## config.mk

```make
export PLATFORM = sky130hd
export DESIGN_NAME = monpro_seq_ctrl_flat
export DESIGN_NICKNAME = d
export VERILOG_FILES = /design/src/rtl/rsa_pkg.sv /design/src/rtl/monpro_seq_ctrl_if.sv /design/src/rtl/res_word_buf.sv /design/src/rtl/monpro_seq_ctrl.sv /design/src/flat_wrapper.sv
export SDC_FILE = /design/constraint.sdc
export NUM_CORES = 1
export LEC_CHECK = 0
export CAP_MARGIN = 0
export CORE_UTILIZATION = 65
export CTS_CLUSTER_DIAMETER = 80
export DETAILED_ROUTE_END_ITERATION = 8
export DONT_BUFFER_PORTS = 1
export HOLD_SLACK_MARGIN = 0.1
export PLACE_DENSITY = 0.9
export SYNTH_ARGS = -nofsm -noshare
export SYNTH_HDL_FRONTEND = slang
export SYNTH_SLANG_ARGS = --single-unit
```

## constraint.sdc

```tcl
create_clock -name clk -period 9.55 [get_ports clk]
set_clock_uncertainty 0.05 [all_clocks]
set_input_delay 0.955 -clock clk [delete_from_list [all_inputs] [get_ports clk]]
set_output_delay 0.955 -clock clk [all_outputs]
set_load 0.05 [all_outputs]
```

## src/rtl/rsa_pkg.sv

```systemverilog
// Shared constants, sequencer state encoding and operand payload for the MonPro sequencer.
package rsa_pkg;

   localparam int unsigned DATA_WIDTH = 32;
   localparam int unsigned ADDR_WIDTH = 5;
   localparam int unsigned NUM_WORDS  = 1 << ADDR_WIDTH;
   localparam int unsigned CNT_W      = ADDR_WIDTH + 1;

   typedef enum logic [2:0] {
      IDLE,
      LOAD,
      WAIT,
      FETCH,
      DRAIN,
      ERR
   } state_e;

   typedef struct packed {
      logic [DATA_WIDTH-1:0] m;
      logic [DATA_WIDTH-1:0] e;
      logic [DATA_WIDTH-1:0] n;
   } operand_t;

endpackage

```

## src/rtl/monpro_seq_ctrl_if.sv

```systemverilog
// Host operand/result handshakes plus the MonPro core strobes, bundled for the sequencer.
interface monpro_seq_ctrl_if;
   import rsa_pkg::*;

   logic                  in_valid;
   logic                  in_ready;
   logic [DATA_WIDTH-1:0] in_m;
   logic [DATA_WIDTH-1:0] in_e;
   logic [DATA_WIDTH-1:0] in_n;

   logic                  out_valid;
   logic                  out_ready;
   logic [DATA_WIDTH-1:0] out_data;

   logic                  busy;
   logic                  error;
   logic                  err_clr;

   logic                  core_start;
   logic [DATA_WIDTH-1:0] core_m;
   logic [DATA_WIDTH-1:0] core_e;
   logic [DATA_WIDTH-1:0] core_n;
   logic                  core_get_result;
   logic                  core_done;
   logic [DATA_WIDTH-1:0] core_res;

   // Controller side
   modport master (
      input  in_valid, in_m, in_e, in_n, out_ready, err_clr, core_done, core_res,
      output in_ready, out_valid, out_data, busy, error,
             core_start, core_m, core_e, core_n, core_get_result
   );

   // Host plus MonPro core side
   modport slave (
      output in_valid, in_m, in_e, in_n, out_ready, err_clr, core_done, core_res,
      input  in_ready, out_valid, out_data, busy, error,
             core_start, core_m, core_e, core_n, core_get_result
   );

endinterface

```

## src/rtl/res_word_buf.sv

```systemverilog
// Result word buffer: synchronous write from the core, combinational read toward the host.
module res_word_buf
   import rsa_pkg::*;
(
   input  logic                  clk,
   input  logic                  we_i,
   input  logic [ADDR_WIDTH-1:0] waddr_i,
   input  logic [DATA_WIDTH-1:0] wdata_i,
   input  logic [ADDR_WIDTH-1:0] raddr_i,
   output logic [DATA_WIDTH-1:0] rdata_o
);

   logic [DATA_WIDTH-1:0] mem_q [NUM_WORDS];

   always_ff @(posedge clk) begin
      if (we_i) begin
         mem_q[waddr_i] <= wdata_i;
      end
   end

   assign rdata_o = mem_q[raddr_i];

endmodule

```

## src/rtl/monpro_seq_ctrl.sv

```systemverilog
// Sequencer for the MonPro datapath: streams operands in, waits under a watchdog,
// pulls the result into a local buffer and streams it back to the host.
module monpro_seq_ctrl
   import rsa_pkg::*;
#(
   parameter int unsigned TIMEOUT_CYCLES = 1048576,
   parameter int unsigned TO_W           = 21
) (
   input logic               clk,
   input logic               reset,
   monpro_seq_ctrl_if.master ctrl_if
);

   localparam logic [CNT_W-1:0] LAST_WORD = CNT_W'(NUM_WORDS - 1);
   localparam logic [TO_W-1:0]  WDOG_LAST = TO_W'(TIMEOUT_CYCLES - 1);

   state_e                state_q;
   logic [CNT_W-1:0]      wcnt_q;
   logic [CNT_W-1:0]      rcnt_q;
   logic [CNT_W-1:0]      rptr_q;
   logic [TO_W-1:0]       wdog_q;
   operand_t              operand_q;
   logic                  in_ready_q;
   logic                  out_valid_q;
   logic                  busy_q;
   logic                  error_q;
   logic                  core_start_q;
   logic                  core_get_q;
   logic                  res_vld_q;

   logic                  accept;
   logic                  buf_we;
   logic [DATA_WIDTH-1:0] buf_rdata;

   assign accept = ctrl_if.in_valid & in_ready_q;
   // core_res trails each getResult cycle by one, hence the delayed valid
   assign buf_we = (state_q == FETCH) & res_vld_q;

   always_ff @(posedge clk) begin
      if (reset) begin
         state_q      <= IDLE;
         wcnt_q       <= '0;
         rcnt_q       <= '0;
         rptr_q       <= '0;
         wdog_q       <= '0;
         operand_q    <= '0;
         in_ready_q   <= 1'b1;
         out_valid_q  <= 1'b0;
         busy_q       <= 1'b0;
         error_q      <= 1'b0;
         core_start_q <= 1'b0;
         core_get_q   <= 1'b0;
         res_vld_q    <= 1'b0;
      end else begin
         core_start_q <= 1'b0;
         res_vld_q    <= core_get_q;
         unique case (state_q)
            IDLE: begin
               if (accept) begin
                  operand_q    <= '{m: ctrl_if.in_m, e: ctrl_if.in_e, n: ctrl_if.in_n};
                  core_start_q <= 1'b1;
                  wcnt_q       <= CNT_W'(1);
                  busy_q       <= 1'b1;
                  state_q      <= LOAD;
               end
            end
            LOAD: begin
               if (accept) begin
                  operand_q    <= '{m: ctrl_if.in_m, e: ctrl_if.in_e, n: ctrl_if.in_n};
                  core_start_q <= 1'b1;
                  wcnt_q       <= wcnt_q + CNT_W'(1);
                  if (wcnt_q == LAST_WORD) begin
                     wdog_q     <= '0;
                     in_ready_q <= 1'b0;
                     state_q    <= WAIT;
                  end
               end
            end
            WAIT: begin
               // core_done wins over a coincident timeout
               if (ctrl_if.core_done) begin
                  wcnt_q     <= '0;
                  rcnt_q     <= '0;
                  core_get_q <= 1'b1;
                  state_q    <= FETCH;
               end else if (wdog_q == WDOG_LAST) begin
                  error_q <= 1'b1;
                  state_q <= ERR;
               end else if (wdog_q != '1) begin
                  wdog_q <= wdog_q + TO_W'(1);
               end
            end
            FETCH: begin
               if (core_get_q) begin
                  wcnt_q <= wcnt_q + CNT_W'(1);
                  if (wcnt_q == LAST_WORD) begin
                     core_get_q <= 1'b0;
                  end
               end
               if (res_vld_q) begin
                  rcnt_q <= rcnt_q + CNT_W'(1);
                  if (rcnt_q == LAST_WORD) begin
                     rptr_q      <= '0;
                     out_valid_q <= 1'b1;
                     state_q     <= DRAIN;
                  end
               end
            end
            DRAIN: begin
               if (ctrl_if.out_ready) begin
                  rptr_q <= rptr_q + CNT_W'(1);
                  if (rptr_q == LAST_WORD) begin
                     out_valid_q <= 1'b0;
                     busy_q      <= 1'b0;
                     in_ready_q  <= 1'b1;
                     state_q     <= IDLE;
                  end
               end
            end
            ERR: begin
               if (ctrl_if.err_clr) begin
                  error_q    <= 1'b0;
                  busy_q     <= 1'b0;
                  in_ready_q <= 1'b1;
                  state_q    <= IDLE;
               end
            end
            default: state_q <= IDLE;
         endcase
      end
   end

   res_word_buf u_res_buf (
      .clk     (clk),
      .we_i    (buf_we),
      .waddr_i (rcnt_q[ADDR_WIDTH-1:0]),
      .wdata_i (ctrl_if.core_res),
      .raddr_i (rptr_q[ADDR_WIDTH-1:0]),
      .rdata_o (buf_rdata)
   );

   assign ctrl_if.in_ready        = in_ready_q;
   assign ctrl_if.out_valid       = out_valid_q;
   assign ctrl_if.out_data        = out_valid_q ? buf_rdata : '0;
   assign ctrl_if.busy            = busy_q;
   assign ctrl_if.error           = error_q;
   assign ctrl_if.core_start      = core_start_q;
   assign ctrl_if.core_m          = operand_q.m;
   assign ctrl_if.core_e          = operand_q.e;
   assign ctrl_if.core_n          = operand_q.n;
   assign ctrl_if.core_get_result = core_get_q;

endmodule

```

## src/flat_wrapper.sv

```systemverilog
// flat-port wrapper written by rule: the top's interface ports become plain ports
module monpro_seq_ctrl_flat import rsa_pkg::*;
#(
   parameter int unsigned TIMEOUT_CYCLES = 1048576,
   parameter int unsigned TO_W           = 21
)
  (clk, reset, ctrl_if_in_valid, ctrl_if_in_m, ctrl_if_in_e, ctrl_if_in_n, ctrl_if_out_ready, ctrl_if_err_clr, ctrl_if_core_done, ctrl_if_core_res, ctrl_if_in_ready, ctrl_if_out_valid, ctrl_if_out_data, ctrl_if_busy, ctrl_if_error, ctrl_if_core_start, ctrl_if_core_m, ctrl_if_core_e, ctrl_if_core_n, ctrl_if_core_get_result);
  monpro_seq_ctrl_if ctrl_if_i ();
  input logic clk;
  input logic reset;
  input wire logic [$bits(ctrl_if_i.in_valid)-1:0] ctrl_if_in_valid;
  input wire logic [$bits(ctrl_if_i.in_m)-1:0] ctrl_if_in_m;
  input wire logic [$bits(ctrl_if_i.in_e)-1:0] ctrl_if_in_e;
  input wire logic [$bits(ctrl_if_i.in_n)-1:0] ctrl_if_in_n;
  input wire logic [$bits(ctrl_if_i.out_ready)-1:0] ctrl_if_out_ready;
  input wire logic [$bits(ctrl_if_i.err_clr)-1:0] ctrl_if_err_clr;
  input wire logic [$bits(ctrl_if_i.core_done)-1:0] ctrl_if_core_done;
  input wire logic [$bits(ctrl_if_i.core_res)-1:0] ctrl_if_core_res;
  output wire logic [$bits(ctrl_if_i.in_ready)-1:0] ctrl_if_in_ready;
  output wire logic [$bits(ctrl_if_i.out_valid)-1:0] ctrl_if_out_valid;
  output wire logic [$bits(ctrl_if_i.out_data)-1:0] ctrl_if_out_data;
  output wire logic [$bits(ctrl_if_i.busy)-1:0] ctrl_if_busy;
  output wire logic [$bits(ctrl_if_i.error)-1:0] ctrl_if_error;
  output wire logic [$bits(ctrl_if_i.core_start)-1:0] ctrl_if_core_start;
  output wire logic [$bits(ctrl_if_i.core_m)-1:0] ctrl_if_core_m;
  output wire logic [$bits(ctrl_if_i.core_e)-1:0] ctrl_if_core_e;
  output wire logic [$bits(ctrl_if_i.core_n)-1:0] ctrl_if_core_n;
  output wire logic [$bits(ctrl_if_i.core_get_result)-1:0] ctrl_if_core_get_result;
  assign ctrl_if_i.in_valid = ctrl_if_in_valid;
  assign ctrl_if_i.in_m = ctrl_if_in_m;
  assign ctrl_if_i.in_e = ctrl_if_in_e;
  assign ctrl_if_i.in_n = ctrl_if_in_n;
  assign ctrl_if_i.out_ready = ctrl_if_out_ready;
  assign ctrl_if_i.err_clr = ctrl_if_err_clr;
  assign ctrl_if_i.core_done = ctrl_if_core_done;
  assign ctrl_if_i.core_res = ctrl_if_core_res;
  assign ctrl_if_in_ready = ctrl_if_i.in_ready;
  assign ctrl_if_out_valid = ctrl_if_i.out_valid;
  assign ctrl_if_out_data = ctrl_if_i.out_data;
  assign ctrl_if_busy = ctrl_if_i.busy;
  assign ctrl_if_error = ctrl_if_i.error;
  assign ctrl_if_core_start = ctrl_if_i.core_start;
  assign ctrl_if_core_m = ctrl_if_i.core_m;
  assign ctrl_if_core_e = ctrl_if_i.core_e;
  assign ctrl_if_core_n = ctrl_if_i.core_n;
  assign ctrl_if_core_get_result = ctrl_if_i.core_get_result;
  monpro_seq_ctrl #(.TIMEOUT_CYCLES(TIMEOUT_CYCLES), .TO_W(TO_W)) u_core (.clk(clk), .reset(reset), .ctrl_if(ctrl_if_i));
endmodule
```

# Word level (Yosys, flattened, before mapping)
# Memories as Yosys holds them, arrays and structs flattened. A register that Yosys moved wholly into a read port is not among the register bits.
# Cells that the tools add are included.
[totals]
ff_bits = 145
latchBits = 0
ramBits = 1024
romBits = 0
in_bits = 134
word_cells = 124
n_memories = 1
[memory_table]
columns = ["memory", "words", "width", "rd", "rd_ports_with_merged_regs", "wr", "line", "text"]
rows = [
  ["u_core.u_res_buf.mem_q", 32, 32, 1, 1, 1, "res_word_buf.sv:13", "logic [DATA_WIDTH-1:0] mem_q [NUM_WORDS];"],
]
[classes]
addsub = 4
mul = 0
div_mod_pow = 0
magnitude_cmp = 0
n_eq_ne = 25
shift = 0
mux = 55
n_bitwise = 3
reduce_logical = 21
[op_table]
columns = ["operator", "count"]
rows = [
  ["21-bit 2-to-1 mux", 5],
  ["6-bit 2-to-1 mux", 8],
  ["21-bit one-hot mux with 2 select lines", 1],
  ["32-bit 2-to-1 mux", 1],
  ["3-bit 2-to-1 mux", 10],
  ["6-bit one-hot mux with 2 select lines", 2],
  ["6-bit one-hot mux with 4 select lines", 1],
  ["21-bit by 1-bit adder with 21-bit output, second input constant", 1],
  ["21-bit by 20-bit == test with 1-bit output, second input constant", 1],
  ["21-bit != test, second input constant", 1],
  ["1-bit 2-to-1 mux", 19],
  ["6-bit by 1-bit adder with 6-bit output, second input constant", 3],
  ["6-bit by 5-bit == test with 1-bit output, second input constant", 3],
  ["3-bit one-hot mux with 6 select lines", 1],
  ["2-bit by 1-bit != test with 1-bit output, second input constant", 8],
  ["5-bit AND reduction", 3],
  ["2-bit != test, second input constant", 6],
  ["6-bit AND reduction", 2],
  ["5-bit 2-to-1 mux", 2],
  ["9-bit AND reduction", 1],
  ["4-bit AND reduction", 2],
  ["2-bit nonzero test", 4],
  ["3-bit by 2-bit == test with 1-bit output, second input constant", 2],
  ["3-bit == test, second input constant", 2],
  ["12 further kinds", 19],
]

# Longest topological paths before layout
[depth]
depth_word = 6
ltp_mapped = 7
depth_no_buf = 6

# Modules after synthesis
# Synthesis repeated with hierarchy kept, for this count alone.
[unflattened]
cells_unflattened = 2979
area_unflattened_um2 = 45840.2
[by_module_without_submodules]
columns = ["module", "n_inst", "cells_each", "area_per_inst_um2", "seq_area_each_um2"]
rows = [
  ["res_word_buf", 1, 2228, 39852.0, 30749.5],
  ["monpro_seq_ctrl", 1, 751, 5988.2, 2902.8],
]

# Worst setup path after synthesis
# OpenSTA, ideal clock, no wires.
[synth_path]
path_kind = "flip-flop to output port"
startpoint = "register (tool-made name)"
endpoint = "output ctrl_if_out_data[0]"
t_arrival_ps = 2282
slack_ps = 6263
stages_incl_launch_ff = 7
path_buffers = 3
path_cell_list = "dfxtp_1 > buf_2 > clkbuf_1 > buf_1 > mux4_2 > a221oi_1 > o22ai_1"
[synth_rtl]
columns = ["item", "line", "text"]
rows = [
  ["to (decl)", "flat_wrapper.sv:21", "output wire logic [$bits(ctrl_if_i.out_data)-1:0] ctrl_if_out_data;"],
]

==> run_results.csv <==
group,metric,value,unit
pwr,sw_frac_of_total,23.6,%
setup_path,r2r_start,"u_core.state_q[0]",
pwr,intPower,8.28,mW
setup_path,worstPathCellList,"buf_4 > mux4_2 > a22o_1 > a221oi_1 > o22ai_1",
detailed_routing,vias,25000,
final_layout,nNetsFinal,2485,
synthesis,syn_inst,2312,
detailed_routing,wl_per_cell,37.3,µm
setup_path,crit_path_top_delay_cell,"buf_4",
final_layout,regArea,33800,µm²
synthesis,yosysSeqAreaShare,76.0,%
setup_path,worstSetupEndpointType,"output port",
timing,setup_viol_count_final,0,
global_routing,grt_pass1_vias,25400,
timing,rsz0062_at_grt,"false",
place,routabilityCongestion,0.811,
clock_network,post_cts_resized,0,
clock_network,insertion_delay,0.68,ns
pwr,p_clk_share,40.9,%
floorplanning,die_area,69300,µm²
pwr,power.density,220,nW/µm²
place,dp_hpwl,59.5,mm
timing,slew_headroom,15.1,%
final_layout,synthToLayoutAreaGrowth,10.9,%
floorplanning,core_area,67400,µm²
detailed_routing,dr.pass1.iters,5,
setup_path,crit_buf_inv,1,
setup_path,critPathKind,"reg -> out",
setup_path,worstPathArrival,4.34,ns
clock_network,h-tree-depth,3,
final_layout,drive_gt1_share,22.3,%
pwr,combPwrFrac,3.6,%
global_routing,antenna_found_initial,1,
clock_network,root_buffer,"clkbuf_16",
floorplanning,initial_core_util,65.9,%
detailed_routing,drc,0,
detailed_routing,drtAntennaViolNets,0,
final_layout,multi_input_area,10300,µm²
timing,fin_crit,5.34,ns
setup_path,critical_path.max_stage_delay,0.87,ns
synthesis,netlist_area,44400,µm²
min_path,hold_path_startpoint,"ctrl_if_core_res[11]",
floorplanning,die_h,263,µm
global_routing,grt.total_usage,35.9,%
floorplanning,io_pins,268,
synthesis,syn_avg_cell_area,19.2,µm²
detailed_routing,viasPerCell,7.56,
final_layout,insertedDiodeCount,0,
global_routing,grt_max_degree,178,
floorplanning,die_x,263,µm
pwr,power_frac_seq,55.5,%
setup_path,cp_top_family,"compound AO/OA/AOI/OAI gates",
pwr,switchingPower,2.55,mW
clock_network,max-clock-path-buffers,3,
global_routing,grt_pass1_wl,175,mm
timing,setup_tns,0,ns
clock_network,postCtsSetupBuffers,0,
clock_network,cts_buffers,110,
synthesis,ys.flop_type,"edfxtp_1",
timing,drv_slew,0,
global_routing,grt-ovfl-total,0,
timing,worst_slew_pin_slew,1.29,ns
run_status,outcome,"complete, no violations",
detailed_routing,wl,123,mm
timing,max_freq,187,MHz
clock_network,clkSlewWorstSetupHoldPaths,0.07,ns
detailed_routing,drt_iter0_drc,3580,
setup_path,critical_path.max_fanout,52,
final_layout,fill_cells,3409,
timing,whs,0.305,ns
synthesis,synth_nets,2453,
pwr,ir_worst_vdd,0.220,mV
synthesis,async_flop_share,0,%
clock_network,ctsHoldBuffers,0,
timing,period_share,55.9,%
clock_network,cts_tree,"built",
setup_path,start_kind,"flip-flop",
pwr,total_leakage_power,15.2,nW
synthesis,synth-edff-count,1024,
flow_run,maxCapViolCount,0,
setup_path,crit_required,8.55,ns
synthesis,ys_ff_latch,1174,
place,io_buffer_count,0,
clock_network,cts.sinks,1174,
synthesis,ys_warn_count,0,
min_path,hold_class,"in -> reg",
timing,hold_violations,0,
floorplanning,rows,95,
synthesis,ys_types,61,
-- cells in the final DEF (no fill, tap or decap), types with 5 or more instances in the layout --
cell	instances
clkbuf_1	21
ha_1	7
or3_1	6
a22o_1	64
nand3b_1	5
o21ai_0	11
inv_1	7
nand3_1	12
clkinv_1	17
clkbuf_16	113
xor2_1	10
mux4_2	256
o22ai_1	34
buf_4	57
nand2_1	220
dfxtp_1	148
nor3_1	7
edfxtp_1	1024
clkinvlp_4	7
o31ai_1	8
a21oi_1	118
or2_2	5
nor2_1	40
clkinv_2	16
clkbuf_8	5
a221oi_1	64
nor2_4	33
bufinv_16	10
nand4_1	12
-- flip-flops by register name, summed over array words and instances (netlist names), named ones only --
register                        cells
u_core.u_res_buf.mem_q           1024
u_core.ctrl_if.core_e              32
u_core.ctrl_if.core_m              32
u_core.ctrl_if.core_n              32
u_core.wdog_q                      21
u_core.rcnt_q                       6
u_core.rptr_q                       6
u_core.wcnt_q                       6
u_core.state_q                      3
u_core.ctrl_if.busy                 1
u_core.ctrl_if.core_get_result      1
u_core.ctrl_if.core_start           1
u_core.ctrl_if.error                1
u_core.ctrl_if.in_ready             1
u_core.ctrl_if.out_valid            1
u_core.res_vld_q                    1
-- cell usage after synthesis (6+ instances only) --
cell / instances / area, µm²
nand2_1: 221 / 830
nor3_1: 8 / 40.0
or3_1: 7 / 43.8
o31ai_1: 8 / 60.1
xor2_1: 10 / 87.6
inv_1: 6 / 22.5
o21ai_0: 11 / 55.1
mux4_2: 256 / 5770
ha_1: 7 / 87.6
dfxtp_1: 150 / 3000
o22ai_1: 34 / 213
edfxtp_1: 1024 / 30700
buf_1: 14 / 52.6
a22o_1: 64 / 561
buf_2: 34 / 170
nor2b_1: 6 / 37.5
a21oi_1: 118 / 591
nor2_1: 73 / 274
a221oi_1: 64 / 561
nand4_1: 12 / 75.1
nand3_1: 12 / 60.1
clkbuf_1: 86 / 323
-- per-layer routing --
layer	GRT usage, %	wire (µm)	vias to the layer above
met5	0	13	-
met4	20.5	7780	2
met3	8.79	16000	498
met2	58.5	60500	2451
met1	44.5	39100	12600
li1	-	-	9494
-- metrics by stage --
stage	utilization, %	area, µm²	setup WS (ns)	power [mW]	std cells
finish	73.0	49200	4.21	10.8	3307
global route	73.0	49200	3.99	11.1	3307
detailed placement	67.7	45600	5.02	6.50	3105
CTS	73.0	49200	4.26	10.8	3307
floorplan	-	44400	6.26	6.42	2312
global placement	67.7	45600	5.04	6.48	3105
-- final timing paths --
path / depth (start not counted) / slack, ns / endpoint
min reg2reg: 2 / 0.43 / u_core.wdog_q[14]
max reg2reg: 4 / 5.79 / u_core.u_res_buf.mem_q[22][14]
max: 5 / 4.21 / ctrl_if_out_data[6]
min: 0 / 0.30 / u_core.u_res_buf.mem_q[5][11]
-- worst register-to-register path: stages, from the launching register on --
cell,delay (ns)
dfxtp_1,0.80
and4b_1,0.47
nand2_1,0.53
nor2_4,0.99
buf_4,0.54
-- final cells by class --
type,instances,area share (%)
Sequential cell,1174,68.6
Multi-Input combinational cell,993,20.9
Clock buffer,141,6.06
Tap cell,873,2.22
Clock inverter,61,1.21
Timing Repair Buffer,59,0.951
Inverter,6,0.0458
-- cell families after synthesis --
logic type	share of synthesized area (%)
flip-flops	76.0
AND/OR/NAND/NOR	3.89
AO/OA/AOI/OAI	5.12
multiplexers	13.1
buffers and inverters	1.37
XOR/XNOR	0.257
adder cells (fa/ha/maj)	0.197
-- power by group through the flow --
| stage | Clock [mW] | Combinational, mW | Sequential [mW] |
|---|---|---|---|
| 2_1_floorplan | 0 | 0.341 | 6.08 |
| 3_3_place_gp | 0 | 0.364 | 6.12 |
| 3_5_place_dp | 0 | 0.388 | 6.12 |
| 4_1_cts | 4.45 | 0.390 | 6.01 |
| 5_1_grt | 4.63 | 0.426 | 6.02 |
| 6_report | 4.43 | 0.390 | 6.01 |
Note: power is estimated with default switching activity, not from simulation.
